File: src/rtl/pipeline_hazard_ctrl_if.sv
// Handshake bundle between the datapath (master) and pipeline_hazard_ctrl (slave).
// Carries the hazard-detection inputs and the stage enable/flush/forward outputs.
interface pipeline_hazard_ctrl_if #(
   parameter int CNT_W = 16
);
   logic [4:0]       id_rs;
   logic [4:0]       id_rt;
   logic             id_use_rs;
   logic             id_use_rt;
   logic [4:0]       ex_rd;
   logic             ex_regwrite;
   logic             ex_memread;
   logic [4:0]       mem_rd;
   logic [4:0]       wb_rd;
   logic             mem_regwrite;
   logic             wb_regwrite;
   logic [4:0]       ex_rs;
   logic [4:0]       ex_rt;
   logic             branch_taken;
   logic             dmem_req;
   logic             dmem_ready;
   logic             pc_en;
   logic             ifid_en;
   logic             idex_en;
   logic             exmem_en;
   logic             memwb_en;
   logic             ifid_flush;
   logic             idex_flush;
   logic             memwb_flush;
   logic [1:0]       fwd_a;
   logic [1:0]       fwd_b;
   logic [CNT_W-1:0] stall_cnt;
   logic             err;

   modport master (
      output id_rs, id_rt, id_use_rs, id_use_rt, ex_rd, ex_regwrite, ex_memread,
             mem_rd, wb_rd, mem_regwrite, wb_regwrite, ex_rs, ex_rt,
             branch_taken, dmem_req, dmem_ready,
      input  pc_en, ifid_en, idex_en, exmem_en, memwb_en,
             ifid_flush, idex_flush, memwb_flush, fwd_a, fwd_b, stall_cnt, err
   );

   modport slave (
      input  id_rs, id_rt, id_use_rs, id_use_rt, ex_rd, ex_regwrite, ex_memread,
             mem_rd, wb_rd, mem_regwrite, wb_regwrite, ex_rs, ex_rt,
             branch_taken, dmem_req, dmem_ready,
      output pc_en, ifid_en, idex_en, exmem_en, memwb_en,
             ifid_flush, idex_flush, memwb_flush, fwd_a, fwd_b, stall_cnt, err
   );
endinterface

File: src/rtl/pipeline_hazard_ctrl.sv
// 5-stage pipeline sequencer: stage enables/flushes, load-use/RAW stalls, dmem freeze.
// Optional EX forwarding selects when FORWARD_EN is defined.
module pipeline_hazard_ctrl #(
   parameter int MEM_TIMEOUT = 64,
   parameter int CNT_W       = 16
) (
   input logic                  clk,
   input logic                  rst,
   pipeline_hazard_ctrl_if.slave bus
);
   localparam int WAIT_W = $clog2(MEM_TIMEOUT) + 1;

   typedef enum logic [1:0] {
      RUN      = 2'd0,
      MEM_WAIT = 2'd1,
      ERR      = 2'd2
   } state_e;

   state_e           state_q, state_d;
   logic [WAIT_W-1:0] wait_q, wait_d;
   logic [CNT_W-1:0]  stall_q, stall_d;
   logic              br_pend_q, br_pend_d;
   logic              hazard_s;
   logic              branch_s;
   logic              pc_en_s, ifid_en_s, idex_en_s, exmem_en_s, memwb_en_s;
   logic              ifid_flush_s, idex_flush_s, memwb_flush_s;
   logic [1:0]        fwd_a_s, fwd_b_s;

   function automatic logic src_match(input logic [4:0] src, input logic rd_en,
                                      input logic [4:0] dst, input logic wr);
      return rd_en && (src != 5'd0) && (src == dst) && wr;
   endfunction

   function automatic logic [1:0] fwd_sel(input logic [4:0] src,
                                          input logic [4:0] m_rd, input logic m_wr,
                                          input logic [4:0] w_rd, input logic w_wr);
      if (m_wr && (m_rd == src) && (src != 5'd0)) begin
         return 2'b01;
      end else if (w_wr && (w_rd == src) && (src != 5'd0)) begin
         return 2'b10;
      end else begin
         return 2'b00;
      end
   endfunction

`ifdef FORWARD_EN
   // With forwarding only a load directly ahead of its consumer needs a bubble.
   assign hazard_s = bus.ex_memread &
                     (src_match(bus.id_rs, bus.id_use_rs, bus.ex_rd, bus.ex_regwrite) |
                      src_match(bus.id_rt, bus.id_use_rt, bus.ex_rd, bus.ex_regwrite));
   assign fwd_a_s  = rst ? 2'b00 : fwd_sel(bus.ex_rs, bus.mem_rd, bus.mem_regwrite,
                                           bus.wb_rd, bus.wb_regwrite);
   assign fwd_b_s  = rst ? 2'b00 : fwd_sel(bus.ex_rt, bus.mem_rd, bus.mem_regwrite,
                                           bus.wb_rd, bus.wb_regwrite);
`else
   logic unused_ex_src_s;
   assign unused_ex_src_s = ^{bus.ex_rs, bus.ex_rt, bus.ex_memread};
   assign hazard_s = src_match(bus.id_rs, bus.id_use_rs, bus.ex_rd,  bus.ex_regwrite)  |
                     src_match(bus.id_rs, bus.id_use_rs, bus.mem_rd, bus.mem_regwrite) |
                     src_match(bus.id_rs, bus.id_use_rs, bus.wb_rd,  bus.wb_regwrite)  |
                     src_match(bus.id_rt, bus.id_use_rt, bus.ex_rd,  bus.ex_regwrite)  |
                     src_match(bus.id_rt, bus.id_use_rt, bus.mem_rd, bus.mem_regwrite) |
                     src_match(bus.id_rt, bus.id_use_rt, bus.wb_rd,  bus.wb_regwrite);
   assign fwd_a_s  = 2'b00;
   assign fwd_b_s  = 2'b00;
`endif

   // A branch seen while frozen is replayed on the first RUN cycle.
   assign branch_s = bus.branch_taken | br_pend_q;

   // Next-state and control-output decode.
   always_comb begin
      pc_en_s       = 1'b0;
      ifid_en_s     = 1'b0;
      idex_en_s     = 1'b0;
      exmem_en_s    = 1'b0;
      memwb_en_s    = 1'b0;
      ifid_flush_s  = 1'b0;
      idex_flush_s  = 1'b0;
      memwb_flush_s = 1'b0;
      state_d       = state_q;
      wait_d        = {WAIT_W{1'b0}};
      br_pend_d     = br_pend_q;
      if (rst) begin
         state_d = RUN;
      end else begin
         case (state_q)
            RUN: begin
               if (bus.dmem_req && !bus.dmem_ready) begin
                  memwb_en_s    = 1'b1;
                  memwb_flush_s = 1'b1;
                  state_d       = MEM_WAIT;
               end else begin
                  br_pend_d  = 1'b0;
                  idex_en_s  = 1'b1;
                  exmem_en_s = 1'b1;
                  memwb_en_s = 1'b1;
                  if (branch_s) begin
                     pc_en_s      = 1'b1;
                     ifid_en_s    = 1'b1;
                     ifid_flush_s = 1'b1;
                     idex_flush_s = 1'b1;
                  end else if (hazard_s) begin
                     idex_flush_s = 1'b1;
                  end else begin
                     pc_en_s   = 1'b1;
                     ifid_en_s = 1'b1;
                  end
               end
            end
            MEM_WAIT: begin
               if (bus.branch_taken) begin
                  br_pend_d = 1'b1;
               end else begin
                  br_pend_d = br_pend_q;
               end
               if (bus.dmem_ready) begin
                  pc_en_s    = 1'b1;
                  ifid_en_s  = 1'b1;
                  idex_en_s  = 1'b1;
                  exmem_en_s = 1'b1;
                  memwb_en_s = 1'b1;
                  state_d    = RUN;
               end else begin
                  memwb_en_s    = 1'b1;
                  memwb_flush_s = 1'b1;
                  if (wait_q == WAIT_W'(MEM_TIMEOUT - 1)) begin
                     state_d = ERR;
                  end else begin
                     wait_d = wait_q + WAIT_W'(1);
                  end
               end
            end
            ERR: begin
               memwb_flush_s = 1'b1;
            end
            default: begin
               state_d = RUN;
            end
         endcase
      end
   end

   // Stall counter saturates at all-ones.
   always_comb begin
      if (!pc_en_s && (stall_q != {CNT_W{1'b1}})) begin
         stall_d = stall_q + CNT_W'(1);
      end else begin
         stall_d = stall_q;
      end
   end

   // State and counter registers.
   always_ff @(posedge clk or posedge rst) begin
      if (rst) begin
         state_q   <= RUN;
         wait_q    <= {WAIT_W{1'b0}};
         stall_q   <= {CNT_W{1'b0}};
         br_pend_q <= 1'b0;
      end else begin
         state_q   <= state_d;
         wait_q    <= wait_d;
         stall_q   <= stall_d;
         br_pend_q <= br_pend_d;
      end
   end

   assign bus.pc_en       = pc_en_s;
   assign bus.ifid_en     = ifid_en_s;
   assign bus.idex_en     = idex_en_s;
   assign bus.exmem_en    = exmem_en_s;
   assign bus.memwb_en    = memwb_en_s;
   assign bus.ifid_flush  = ifid_flush_s;
   assign bus.idex_flush  = idex_flush_s;
   assign bus.memwb_flush = memwb_flush_s;
   assign bus.fwd_a       = fwd_a_s;
   assign bus.fwd_b       = fwd_b_s;
   assign bus.stall_cnt   = stall_q;
   assign bus.err         = (state_q == ERR);
endmodule

File: src/flat_wrapper.sv
// flat-port wrapper written by rule: the top's interface ports become plain ports
module pipeline_hazard_ctrl_flat 
#(
   parameter int MEM_TIMEOUT = 64,
   parameter int CNT_W       = 16
)
  (clk, rst, bus_id_rs, bus_id_rt, bus_id_use_rs, bus_id_use_rt, bus_ex_rd, bus_ex_regwrite, bus_ex_memread, bus_mem_rd, bus_wb_rd, bus_mem_regwrite, bus_wb_regwrite, bus_ex_rs, bus_ex_rt, bus_branch_taken, bus_dmem_req, bus_dmem_ready, bus_pc_en, bus_ifid_en, bus_idex_en, bus_exmem_en, bus_memwb_en, bus_ifid_flush, bus_idex_flush, bus_memwb_flush, bus_fwd_a, bus_fwd_b, bus_stall_cnt, bus_err);
  pipeline_hazard_ctrl_if #(.CNT_W(CNT_W)) bus_i ();
  input logic clk;
  input logic rst;
  input wire logic [$bits(bus_i.id_rs)-1:0] bus_id_rs;
  input wire logic [$bits(bus_i.id_rt)-1:0] bus_id_rt;
  input wire logic [$bits(bus_i.id_use_rs)-1:0] bus_id_use_rs;
  input wire logic [$bits(bus_i.id_use_rt)-1:0] bus_id_use_rt;
  input wire logic [$bits(bus_i.ex_rd)-1:0] bus_ex_rd;
  input wire logic [$bits(bus_i.ex_regwrite)-1:0] bus_ex_regwrite;
  input wire logic [$bits(bus_i.ex_memread)-1:0] bus_ex_memread;
  input wire logic [$bits(bus_i.mem_rd)-1:0] bus_mem_rd;
  input wire logic [$bits(bus_i.wb_rd)-1:0] bus_wb_rd;
  input wire logic [$bits(bus_i.mem_regwrite)-1:0] bus_mem_regwrite;
  input wire logic [$bits(bus_i.wb_regwrite)-1:0] bus_wb_regwrite;
  input wire logic [$bits(bus_i.ex_rs)-1:0] bus_ex_rs;
  input wire logic [$bits(bus_i.ex_rt)-1:0] bus_ex_rt;
  input wire logic [$bits(bus_i.branch_taken)-1:0] bus_branch_taken;
  input wire logic [$bits(bus_i.dmem_req)-1:0] bus_dmem_req;
  input wire logic [$bits(bus_i.dmem_ready)-1:0] bus_dmem_ready;
  output wire logic [$bits(bus_i.pc_en)-1:0] bus_pc_en;
  output wire logic [$bits(bus_i.ifid_en)-1:0] bus_ifid_en;
  output wire logic [$bits(bus_i.idex_en)-1:0] bus_idex_en;
  output wire logic [$bits(bus_i.exmem_en)-1:0] bus_exmem_en;
  output wire logic [$bits(bus_i.memwb_en)-1:0] bus_memwb_en;
  output wire logic [$bits(bus_i.ifid_flush)-1:0] bus_ifid_flush;
  output wire logic [$bits(bus_i.idex_flush)-1:0] bus_idex_flush;
  output wire logic [$bits(bus_i.memwb_flush)-1:0] bus_memwb_flush;
  output wire logic [$bits(bus_i.fwd_a)-1:0] bus_fwd_a;
  output wire logic [$bits(bus_i.fwd_b)-1:0] bus_fwd_b;
  output wire logic [$bits(bus_i.stall_cnt)-1:0] bus_stall_cnt;
  output wire logic [$bits(bus_i.err)-1:0] bus_err;
  assign bus_i.id_rs = bus_id_rs;
  assign bus_i.id_rt = bus_id_rt;
  assign bus_i.id_use_rs = bus_id_use_rs;
  assign bus_i.id_use_rt = bus_id_use_rt;
  assign bus_i.ex_rd = bus_ex_rd;
  assign bus_i.ex_regwrite = bus_ex_regwrite;
  assign bus_i.ex_memread = bus_ex_memread;
  assign bus_i.mem_rd = bus_mem_rd;
  assign bus_i.wb_rd = bus_wb_rd;
  assign bus_i.mem_regwrite = bus_mem_regwrite;
  assign bus_i.wb_regwrite = bus_wb_regwrite;
  assign bus_i.ex_rs = bus_ex_rs;
  assign bus_i.ex_rt = bus_ex_rt;
  assign bus_i.branch_taken = bus_branch_taken;
  assign bus_i.dmem_req = bus_dmem_req;
  assign bus_i.dmem_ready = bus_dmem_ready;
  assign bus_pc_en = bus_i.pc_en;
  assign bus_ifid_en = bus_i.ifid_en;
  assign bus_idex_en = bus_i.idex_en;
  assign bus_exmem_en = bus_i.exmem_en;
  assign bus_memwb_en = bus_i.memwb_en;
  assign bus_ifid_flush = bus_i.ifid_flush;
  assign bus_idex_flush = bus_i.idex_flush;
  assign bus_memwb_flush = bus_i.memwb_flush;
  assign bus_fwd_a = bus_i.fwd_a;
  assign bus_fwd_b = bus_i.fwd_b;
  assign bus_stall_cnt = bus_i.stall_cnt;
  assign bus_err = bus_i.err;
  pipeline_hazard_ctrl #(.MEM_TIMEOUT(MEM_TIMEOUT), .CNT_W(CNT_W)) u_core (.clk(clk), .rst(rst), .bus(bus_i));
endmodule
File: config.mk
export PLATFORM = sky130hd
export DESIGN_NAME = pipeline_hazard_ctrl_flat
export DESIGN_NICKNAME = d
export VERILOG_FILES = /design/src/rtl/pipeline_hazard_ctrl_if.sv /design/src/rtl/pipeline_hazard_ctrl.sv /design/src/flat_wrapper.sv
export SDC_FILE = /design/constraint.sdc
export NUM_CORES = 1
export LEC_CHECK = 0
export CAP_MARGIN = 25
export CORE_MARGIN = 5
export CORE_UTILIZATION = 59
export CTS_CLUSTER_SIZE = 16
export DETAILED_ROUTE_END_ITERATION = 10
export DONT_BUFFER_PORTS = 1
export PLACE_DENSITY = 0.83
export SLEW_MARGIN = 40
export SYNTH_ARGS = -nofsm -noshare
export SYNTH_HDL_FRONTEND = slang
export SYNTH_SLANG_ARGS = --single-unit
File: constraint.sdc
create_clock -name clk -period 2.5 [get_ports clk]
set_input_delay 0 -clock clk [delete_from_list [all_inputs] [get_ports clk]]
set_output_delay 0 -clock clk [all_outputs]
set_load 0.02 [all_outputs]
==> results.sh, run 1 <==
export IMPL_worstHoldStart="bus_dmem_ready"
export IMPL_min_to="u_core.wait_q[4]"
export IMPL_postSynthAreaPerCell_um2=9.96
export IMPL_async_reset_ff_share_pct=100
export IMPL_syn_area_mm2=0.00186
export IMPL_cts_setup_buffers=0
export IMPL_antenna_found_initial=0
export IMPL_worst_pin_slew_ns=0.579
export IMPL_worst_ep_arrival_time_ns=2.44
export IMPL_detail_route_antenna_nets=0
export IMPL_multiInputGateArea_mm2=0.00115
export IMPL_yosysSeqAreaShare_pct=34.9
export IMPL_ys_ff_latch=26
export IMPL_p_leak_uw=0.000773
export IMPL_period_minus_slack_ns=2.23
export IMPL_diodes=0
export IMPL_design_area_mm2=0.00199
export IMPL_nets=246
export IMPL_io_buffers=0
export IMPL_seq_area_um2=651
export IMPL_synth_cell_type_count=40
export IMPL_area_growth_pct=6.65
export IMPL_crit_path_max_fanout=16
export IMPL_hold_path_depth=3
export IMPL_post_route_period_util_pct=89.2
export IMPL_design_core_area_mm2=0.00303
export IMPL_path_delay_family="compound AO/OA/AOI/OAI gates"
export IMPL_grt_ovfl_total=0
export IMPL_setup_tns_ns=0
export IMPL_layout_drive_gt1_share_pct=15.3
export IMPL_rr_worst_depth=6
export IMPL_ios=75
export IMPL_p_per_area_mw_per_mm2=703
export IMPL_num_rows=20
export IMPL_crit_path_start_kind="flop"
export IMPL_status="finished, final reports clean"
export IMPL_hpwl_mm=3.14
export IMPL_wl_per_cell_um=16.6
export IMPL_cts_root_buf="clkbuf_4"
export IMPL_htreeDepth=1
export IMPL_grt_pass1_wl_mm=6.67
export IMPL_drt_iter0_drc=88
export IMPL_cts_sinks=26
export IMPL_timing_worst_setup_path_type="flop to flop"
export IMPL_slowest_delay_ns=0.42
export IMPL_grt_pass1_vias=1448
export IMPL_drt_vias_per_instance=5.77
export IMPL_initial_core_util_pct=61.5
export IMPL_holdCritPathClass="input port to flop"
export IMPL_maxSlewHeadroom_pct=61.0
export IMPL_cts_tree="yes"
export IMPL_final_setup_viol_count=0
export IMPL_grt_max_degree=27
export IMPL_cp_end_kind="flop"
export IMPL_syn_inst=187
export IMPL_cts_reportedPaths_clkPinSlew_ns=0.12
export IMPL_die_h_um=66.2
export IMPL_r2r_start="u_core.br_pend_q"
export IMPL_ir_drop_v=0.000307
export IMPL_ff2ff_setup_slack_ns=0.27
export IMPL_critPathSlowestCell="dfrtp_1"
export IMPL_dr_pass1_iters=4
export IMPL_worst_path_buf_inv=0
export IMPL_grt_usage_pct=19.4
export IMPL_fin_worst_skew_ns=0.0105
export IMPL_numCtsBuffers=3
export IMPL_required_ns=2.71
export IMPL_die_w_um=66.2
export IMPL_cap_viol_max_count=0
export IMPL_fillers=231
export IMPL_crit_chain="nor2_1 -> o21ai_0 -> or2_2 -> o32a_4 -> a2111oi_4 -> mux2_1"
export IMPL_finalHoldViolCount=0
export IMPL_dpl_instance_area_mm2=0.00192
export IMPL_yosys_warnings=0
export IMPL_whs_ns=0.0215
export IMPL_drc_errors=0
export IMPL_gp_congestion=0.792
export IMPL_dieArea_mm2=0.00438
export IMPL_synth_edff_count=0
export IMPL_finalMaxSlewViolations=0
export IMPL_max_freq_mhz=448
export IMPL_wirelength_mm=3.99
export IMPL_rsz0062_at_grt="false"
export IMPL_synth_flop_cell="dfrtp_1"
export IMPL_vias=1384
export IMPL_worstReg2RegEnd="u_core.bus.stall_cnt[14]"
export IMPL_cts_path_max_buffers=2
export IMPL_clk_latency_ns=0.32
[worst max path at each step]
stage,end,start,slack (ns),cells after the start
after floorplan,bus_pc_en,u_core.state_q[1],0.11,5
after global placement,u_core.bus.stall_cnt[14],u_core.br_pend_q,0.33,6
after detailed placement,u_core.bus.stall_cnt[14],u_core.br_pend_q,0.28,6
after CTS,u_core.bus.stall_cnt[14],u_core.br_pend_q,0.26,6
after global routing,u_core.bus.stall_cnt[14],u_core.br_pend_q,0.10,6
final,u_core.bus.stall_cnt[14],u_core.br_pend_q,0.27,6
[logic make-up (layout without fill, tap and decap cells)]
logic type	Yosys count	in the layout	share of synthesized area, %
multiplexers	2	2	1.21
adder cells (fa/ha/maj)	2	2	1.34
other	1	4	0.201
AND/OR/NAND/NOR	68	68	19.7
flip-flops	26	26	34.9
AO/OA/AOI/OAI	29	29	16.4
XOR/XNOR	47	47	22.1
buffers and inverters	12	18	4.10
[cell usage in the layout, fill, tap and decap left out, types with 2 or more instances in the layout]
cell type / n
xor2_1: 37
a2111oi_2: 4
a211oi_2: 8
o21ai_1: 2
nand2_1: 9
ha_1: 2
nand3_1: 13
or2_2: 2
and3_1: 5
dlygate4sd3_1: 4
mux2_1: 2
nand2b_1: 4
nor2b_1: 2
inv_1: 3
dfrtp_1: 26
nor4_1: 6
xnor2_1: 10
buf_4: 8
conb_1: 4
and2_1: 3
a21oi_1: 5
nor3_1: 2
nand4_1: 2
nor2_1: 13
o21ai_0: 2
o21a_1: 2
or4_1: 2
clkbuf_4: 3
[layer usage]
layer  wire length (µm)  track usage, %  vias to the layer above
met5                  0               0                        -
met4                 22            4.57                        0
met3                307            7.65                        4
met2               2020            31.7                       43
met1               1650            23.7                      667
li1                   -               -                      670
[registers in the layout, indices dropped and copies added (netlist names)]
| register | flops |
|---|---|
| u_core.state_q | 2 |
| u_core.wait_q | 7 |
| u_core.br_pend_q | 1 |
| u_core.bus.stall_cnt | 16 |
[cell usage after synthesis (all sizes together), types with 4 or more instances]
| master | count | area share [%] |
|---|---|---|
| xor2 | 37 | 17 |
| dfrtp | 26 | 35 |
| nand3 | 13 | 3.5 |
| nor2 | 13 | 2.6 |
| xnor2 | 10 | 4.7 |
| nand2 | 9 | 1.8 |
| a211oi | 8 | 5.4 |
| buf | 8 | 3.3 |
| a21oi | 6 | 1.8 |
| and3 | 6 | 2.3 |
| nor4 | 6 | 2.0 |
| a2111oi | 5 | 4.7 |
| nand2b | 4 | 1.3 |
| o21ai | 4 | 1.1 |
[power breakdown]
part / internal, µW / switching (µW) / leakage [µW]
Sequential: 535 / 265 / 0.000322
Combinational: 188 / 236 / 0.000437
Clock: 56.4 / 115 / 0.0000138
Total: 780 / 616 / 0.000773
[worst register-to-register path: stages, from the launching register on]
cell	delay, ns
dfrtp_1	0.42
nor2_1	0.17
o21ai_0	0.15
or2_2	0.30
o32a_4	0.35
a2111oi_4	0.39
mux2_1	0.34
[per-stage QoR]
stage                     power [µW]  util [%]  setup slack (ns)  std cells
after CTS                       1410      65.6             0.259        240
after global routing            1490      65.6             0.102        240
after global placement          1200      63.5             0.332        233
final                           1400      65.6             0.269        240
after floorplan                 1110         -             0.109        190
after detailed placement        1230      63.5             0.276        233
[timing repair]
action | 4_1_cts | 5_1_grt
resized for setup | 0 | 0
hold buffers | 4 | 0
hold endpoints to repair | 33 | 0
[final cells by class]
cell class / instances / share of cell area (%)
multi-input cells: 152 / 57.7
flip-flops and latches: 26 / 32.8
repair buffers: 12 / 5.04
well taps: 44 / 2.77
clock buffers: 3 / 1.13
inverters: 3 / 0.567
No activity file was read; power rests on OpenSTA's default activity.
==> run 2, diff against run 1 <==
CORE_MARGIN = 2   (was 5)
==> run 2 against run 1 <==
  * Die area is 17% lower
  * Sequential power is 8.0% lower
  * Clock power hardly changed
  * Register-to-register slack worse by 0.03 ns
  * Fmax is 1.3% lower
  * Sequential share of layout area is 0.37 points lower
  * Routed wire length is 2.1% higher
  * Setup slack worse by 0.028 ns
  * Core utilization is 0.74 points higher
  * Critical endpoint is now u_core.bus.stall_cnt[15]
==> results.sh, run 2 (synthesized netlist as in run 1, its figures left out) <==
export IMPL_wl_per_cell_um=16.8
export IMPL_grt_pass1_vias=1617
export IMPL_crit_path_start_kind="flop"
export IMPL_p_per_area_mw_per_mm2=722
export IMPL_crit_chain="nand3_1 -> or2_2 -> nor3_2 -> buf_4 -> a2111oi_2 -> xor2_1"
export IMPL_die_h_um=60.2
export IMPL_slowest_delay_ns=0.53
export IMPL_grt_max_degree=28
export IMPL_dpl_instance_area_mm2=0.00195
export IMPL_setup_tns_ns=0
export IMPL_worst_pin_slew_ns=0.645
export IMPL_grt_ovfl_total=0
export IMPL_cap_viol_max_count=0
export IMPL_cts_resized=0
export IMPL_cp_end_kind="flop"
export IMPL_holdBufCountCts=4
export IMPL_ir_drop_v=0.000487
export IMPL_critPathSlowestCell="dfrtp_1"
export IMPL_grt_pass1_wl_mm=6.82
export IMPL_fin_cells=243
export IMPL_required_ns=2.69
export IMPL_p_clk_share_pct=11.8
export IMPL_max_freq_mhz=443
export IMPL_period_minus_slack_ns=2.26
export IMPL_seq_power_share_pct=50.7
export IMPL_p_int_uw=820
export IMPL_maxSlewHeadroom_pct=56.6
export IMPL_grt_usage_pct=24.6
export IMPL_cts_tree="yes"
export IMPL_finalHoldViolCount=0
export IMPL_crit_path_max_fanout=9
export IMPL_holdCritPathClass="input port to flop"
export IMPL_io_buffers=0
export IMPL_largest_reg_flops=16
export IMPL_die_w_um=60.2
export IMPL_num_rows=20
export IMPL_swShare_pct=43.4
export IMPL_numCtsBuffers=3
export IMPL_drt_vias_per_instance=6.07
export IMPL_finalMaxSlewViolations=0
export IMPL_status="finished, final reports clean"
export IMPL_final_common_cell="xor2_1"
export IMPL_dr_pass1_iters=4
export IMPL_ios=75
export IMPL_layout_common_cells="37 x xor2_1, 26 x dfrtp_1, 13 x nor2_1, 13 x nand3_1, 11 x buf_4"
export IMPL_area_growth_pct=7.86
export IMPL_nets=249
export IMPL_gp_congestion=0.769
export IMPL_post_route_period_util_pct=90.4
export IMPL_cts_path_max_buffers=2
export IMPL_detail_route_antenna_nets=0
export IMPL_p_comb_share_pct=37.5
export IMPL_worst_ep_arrival_time_ns=2.45
export IMPL_power_total_uw=1450
export IMPL_drc_errors=0
export IMPL_rsz0062_at_grt="false"
export IMPL_final_util_pct=66.3
export IMPL_design_core_area_mm2=0.00303
export IMPL_timing_worst_setup_path_type="flop to flop"
export IMPL_dieArea_mm2=0.00362
export IMPL_layout_drive_gt1_share_pct=16.6
export IMPL_final_setup_viol_count=0
export IMPL_fin_worst_skew_ns=0.00527
export IMPL_placedCellCount=236
export IMPL_htreeDepth=1
export IMPL_cts_reportedPaths_clkPinSlew_ns=0.13
export IMPL_drt_iter0_drc=86
export IMPL_cts_setup_buffers=0
export IMPL_vias=1475
export IMPL_cts_root_buf="clkbuf_4"
export IMPL_p_sw_uw=630
export IMPL_hpwl_mm=3.19
export IMPL_wirelength_mm=4.07
export IMPL_design_area_mm2=0.00201
export IMPL_p_leak_uw=0.000786
export IMPL_antenna_found_initial=0
export IMPL_clk_latency_ns=0.31
export IMPL_cts_sinks=26
export IMPL_diodes=0
export IMPL_initial_core_util_pct=61.5
run 2: cell types whose count changed in the layout (fill, tap and decap cells not counted):
cell   before  now
buf_4       8   11
run 2: per-layer routing:
layer | vias to the layer above | GRT usage [%] | wire length, µm
met3 | 8 | 6.49 | 288
met2 | 55 | 45.3 | 2170
met1 | 733 | 27.8 | 1570
li1 | 679 | - | -
met4 | 0 | 6.35 | 51
met5 | - | 0 | 0
run 2: area by class of cell:
cell class	instances	area [µm²]
Multi-Input combinational cell	152	1150
Fill cell	245	1020
Sequential cell	26	651
Timing Repair Buffer	15	123
Tap cell	44	55.1
Clock buffer	3	22.5
Inverter	3	11.3
run 2: stage by stage:
| stage | worst slack [ns] | hold WS, ns |
|---|---|---|
| finish | 0.241 | 0.0225 |
| global route | 0.108 | 0.0182 |
| CTS | 0.236 | 0.0210 |
| detailed placement | 0.252 | -0.0196 |
| global placement | 0.323 | -0.0388 |
| floorplan | 0.109 | 0.0486 |
run 2: power by group through the flow:
stage               combinational (µW)  sequential, µW  clock (µW)
finish                             543             736         171
global route                       601             758         200
CTS                                547             737         178
detailed placement                 539             746           0
global placement                   514             735           0
floorplan                          306             808           0
run 2: path summary, 6_finish.rpt:
path	startpoint	endpoint	slack, ns	depth (start not counted)
min in group asynchronous	rst	u_core.bus.stall_cnt[1]	0.27	3
max reg2reg	u_core.bus.stall_cnt[2]	u_core.bus.stall_cnt[15]	0.24	6
min	bus_dmem_ready	u_core.wait_q[4]	0.02	3
max in group asynchronous	rst	u_core.wait_q[3]	1.98	3
min reg2reg	u_core.wait_q[0]	u_core.wait_q[0]	0.49	1
max	u_core.bus.stall_cnt[2]	u_core.bus.stall_cnt[15]	0.24	6
run 2: worst max-delay path, delay by kind of cell, from the launching register on:
kind | cells | cell delay, ns
buf+inv | 1 | 0.30
xor+xnor | 1 | 0.17
simple gates | 3 | 1.06
compound gates | 1 | 0.07
flops | 1 | 0.53
==> run 3, diff against run 2 <==
RECOVER_POWER = 100   (was unset)
==> run 3 against run 2 <==
  * Final area shrank 4.2%
  * Register-to-register slack barely moved
  * Critical path depth increased by 1
  * Routed wire length decreased by 0.15%
  * First-iteration DRC count up 10%
  * Clock skew grew 0.0068 ns
  * Sequential share of layout area is 1.4 points higher
  * Global-route usage unchanged
  * Combinational power shrank 10%
  * Clock power about the same
  * Critical path type unchanged
  * Largest cell class unchanged
  * Highest routed layer unchanged
==> results.sh, run 3 (synthesized netlist as in run 1, its figures left out) <==
export IMPL_multiInputGateArea_mm2=0.00109
export IMPL_wl_per_cell_um=16.7
export IMPL_worst_ep_arrival_time_ns=2.51
export IMPL_holdBufCountCts=4
export IMPL_cts_resized=0
export IMPL_cts_path_max_buffers=2
export IMPL_grt_ovfl_total=0
export IMPL_cts_sinks=26
export IMPL_grtUsageMet1_pct=27.8
export IMPL_io_buffers=0
export IMPL_seq_area_um2=651
export IMPL_grt_busiest_layer="met2"
export IMPL_largest_reg_flops=16
export IMPL_startpoint="u_core.bus.stall_cnt[0]"
export IMPL_ios=75
export IMPL_drt_vias_per_instance=5.97
export IMPL_worstReg2RegEnd="u_core.bus.stall_cnt[15]"
export IMPL_grt_pass1_wl_mm=6.82
export IMPL_dieArea_mm2=0.00362
export IMPL_num_rows=20
export IMPL_crit_path_start_kind="flop"
export IMPL_final_common_cell="xor2_1"
export IMPL_finalMaxSlewViolations=0
export IMPL_nets=249
export IMPL_cp_end_kind="flop"
export IMPL_rsz0062_at_grt="false"
export IMPL_period_minus_slack_ns=2.27
export IMPL_grt_usage_pct=24.6
export IMPL_fin_worst_skew_ns=0.0121
export IMPL_cts_root_buf="clkbuf_4"
export IMPL_cap_viol_max_count=0
export IMPL_r2r_start="u_core.bus.stall_cnt[0]"
export IMPL_numCtsBuffers=3
export IMPL_hpwl_mm=3.19
export IMPL_finalHoldViolCount=0
export IMPL_grt_util_met2_pct=45.3
export IMPL_setup_tns_ns=0
export IMPL_endpoint="u_core.bus.stall_cnt[15]"
export IMPL_holdCritPathClass="input port to flop"
export IMPL_die_w_um=60.2
export IMPL_antenna_found_initial=0
export IMPL_layout_drive_gt1_share_pct=8.54
export IMPL_cts_reportedPaths_clkPinSlew_ns=0.13
export IMPL_layout_common_cells="37 x xor2_1, 26 x dfrtp_1, 13 x nor2_1, 13 x nand3_1, 10 x xnor2_1"
export IMPL_p_per_area_mw_per_mm2=723
export IMPL_met3_usage_pct=6.49
export IMPL_design_core_area_mm2=0.00303
export IMPL_p_leak_uw=0.000749
export IMPL_htreeDepth=1
export IMPL_vias=1451
export IMPL_worst_pin_slew_ns=1.43
export IMPL_required_ns=2.74
export IMPL_ir_drop_v=0.000486
export IMPL_drc_errors=0
export IMPL_cts_setup_buffers=0
export IMPL_crit_path_max_fanout=4
export IMPL_area_growth_pct=3.36
export IMPL_fillers=261
export IMPL_clk_latency_ns=0.32
export IMPL_maxSlewHeadroom_pct=4.43
export IMPL_post_route_period_util_pct=90.8
export IMPL_layout_setup_ws_ns=0.230
export IMPL_initial_core_util_pct=61.5
export IMPL_drt_iter0_drc=95
export IMPL_dr_pass1_iters=5
export IMPL_detail_route_antenna_nets=0
export IMPL_final_setup_viol_count=0
export IMPL_timing_worst_setup_path_type="flop to flop"
export IMPL_grt_max_degree=28
export IMPL_max_freq_mhz=440
export IMPL_die_h_um=60.2
export IMPL_status="finished, final reports clean"
export IMPL_place_ws_ns=0.252
export IMPL_rr_worst_depth=7
export IMPL_grt_pass1_vias=1617
export IMPL_gp_congestion=0.769
export IMPL_wirelength_mm=4.07
export IMPL_ff2ff_setup_slack_ns=0.23
export IMPL_diodes=0
export IMPL_cts_tree="yes"
[run 3: cell count changes in the layout (fill, tap and decap cells not counted), sizes merged]
cell    delta
buf        -8
clkbuf     +8
[run 3: per-stage QoR]
stage | util [%] | total power (µW) | cell area [µm²] | instances | hold slack, ns
after floorplan | - | 1110 | 1870 | 190 | 0.0486
after global placement | 64.3 | 1250 | 1950 | 236 | -0.0388
after CTS | 66.3 | 1460 | 2010 | 243 | 0.0210
after global routing | 63.6 | 1500 | 1920 | 243 | 0.0182
final | 63.6 | 1390 | 1920 | 243 | 0.0208
after detailed placement | 64.3 | 1290 | 1950 | 236 | -0.0196
[run 3: worst min-delay path by stage]
stage,depth (start not counted),startpoint,endpoint,slack [ns]
5_1_grt,3,bus_dmem_ready,u_core.wait_q[4],0.02
6_report,3,bus_dmem_ready,u_core.wait_q[4],0.02
3_3_place_gp,2,rst,u_core.state_q[1],-0.04
2_1_floorplan,1,rst,u_core.br_pend_q,0.05
4_1_cts,3,bus_dmem_ready,u_core.wait_q[4],0.02
3_5_place_dp,2,rst,u_core.state_q[1],-0.02
[run 3: power breakdown]
| group | switching, µW | internal (µW) | total, µW | leakage [µW] |
|---|---|---|---|---|
| Clock | 115 | 56.5 | 172 | 0.0000138 |
| Combinational | 305 | 180 | 486 | 0.000413 |
| Sequential | 198 | 536 | 734 | 0.000322 |
| Total | 618 | 773 | 1390 | 0.000749 |
[run 3: final cells by class]
class | instances | share of cell area [%]
tap | 44 | 2.86
timing repair buffer | 15 | 4.88
sequential | 26 | 33.8
inverter | 3 | 0.585
clock buffer | 3 | 1.17
multi-input combinational | 152 | 56.7
[run 3: routing by layer]
layer,routed length [µm],up-vias
li1,-,680
met1,1590,721
met2,2200,44
met3,234,6
met4,40,0
met5,0,-
[run 3: worst max-delay path, stage by stage, from the launching register on]
cell and delay (ns):
dfrtp_1 0.38, clkbuf_1 0.29, and3_1 0.23, and2_1 0.17
nor2b_1 0.30, nand3_1 0.17, a2111oi_2 0.46, xor2_1 0.19
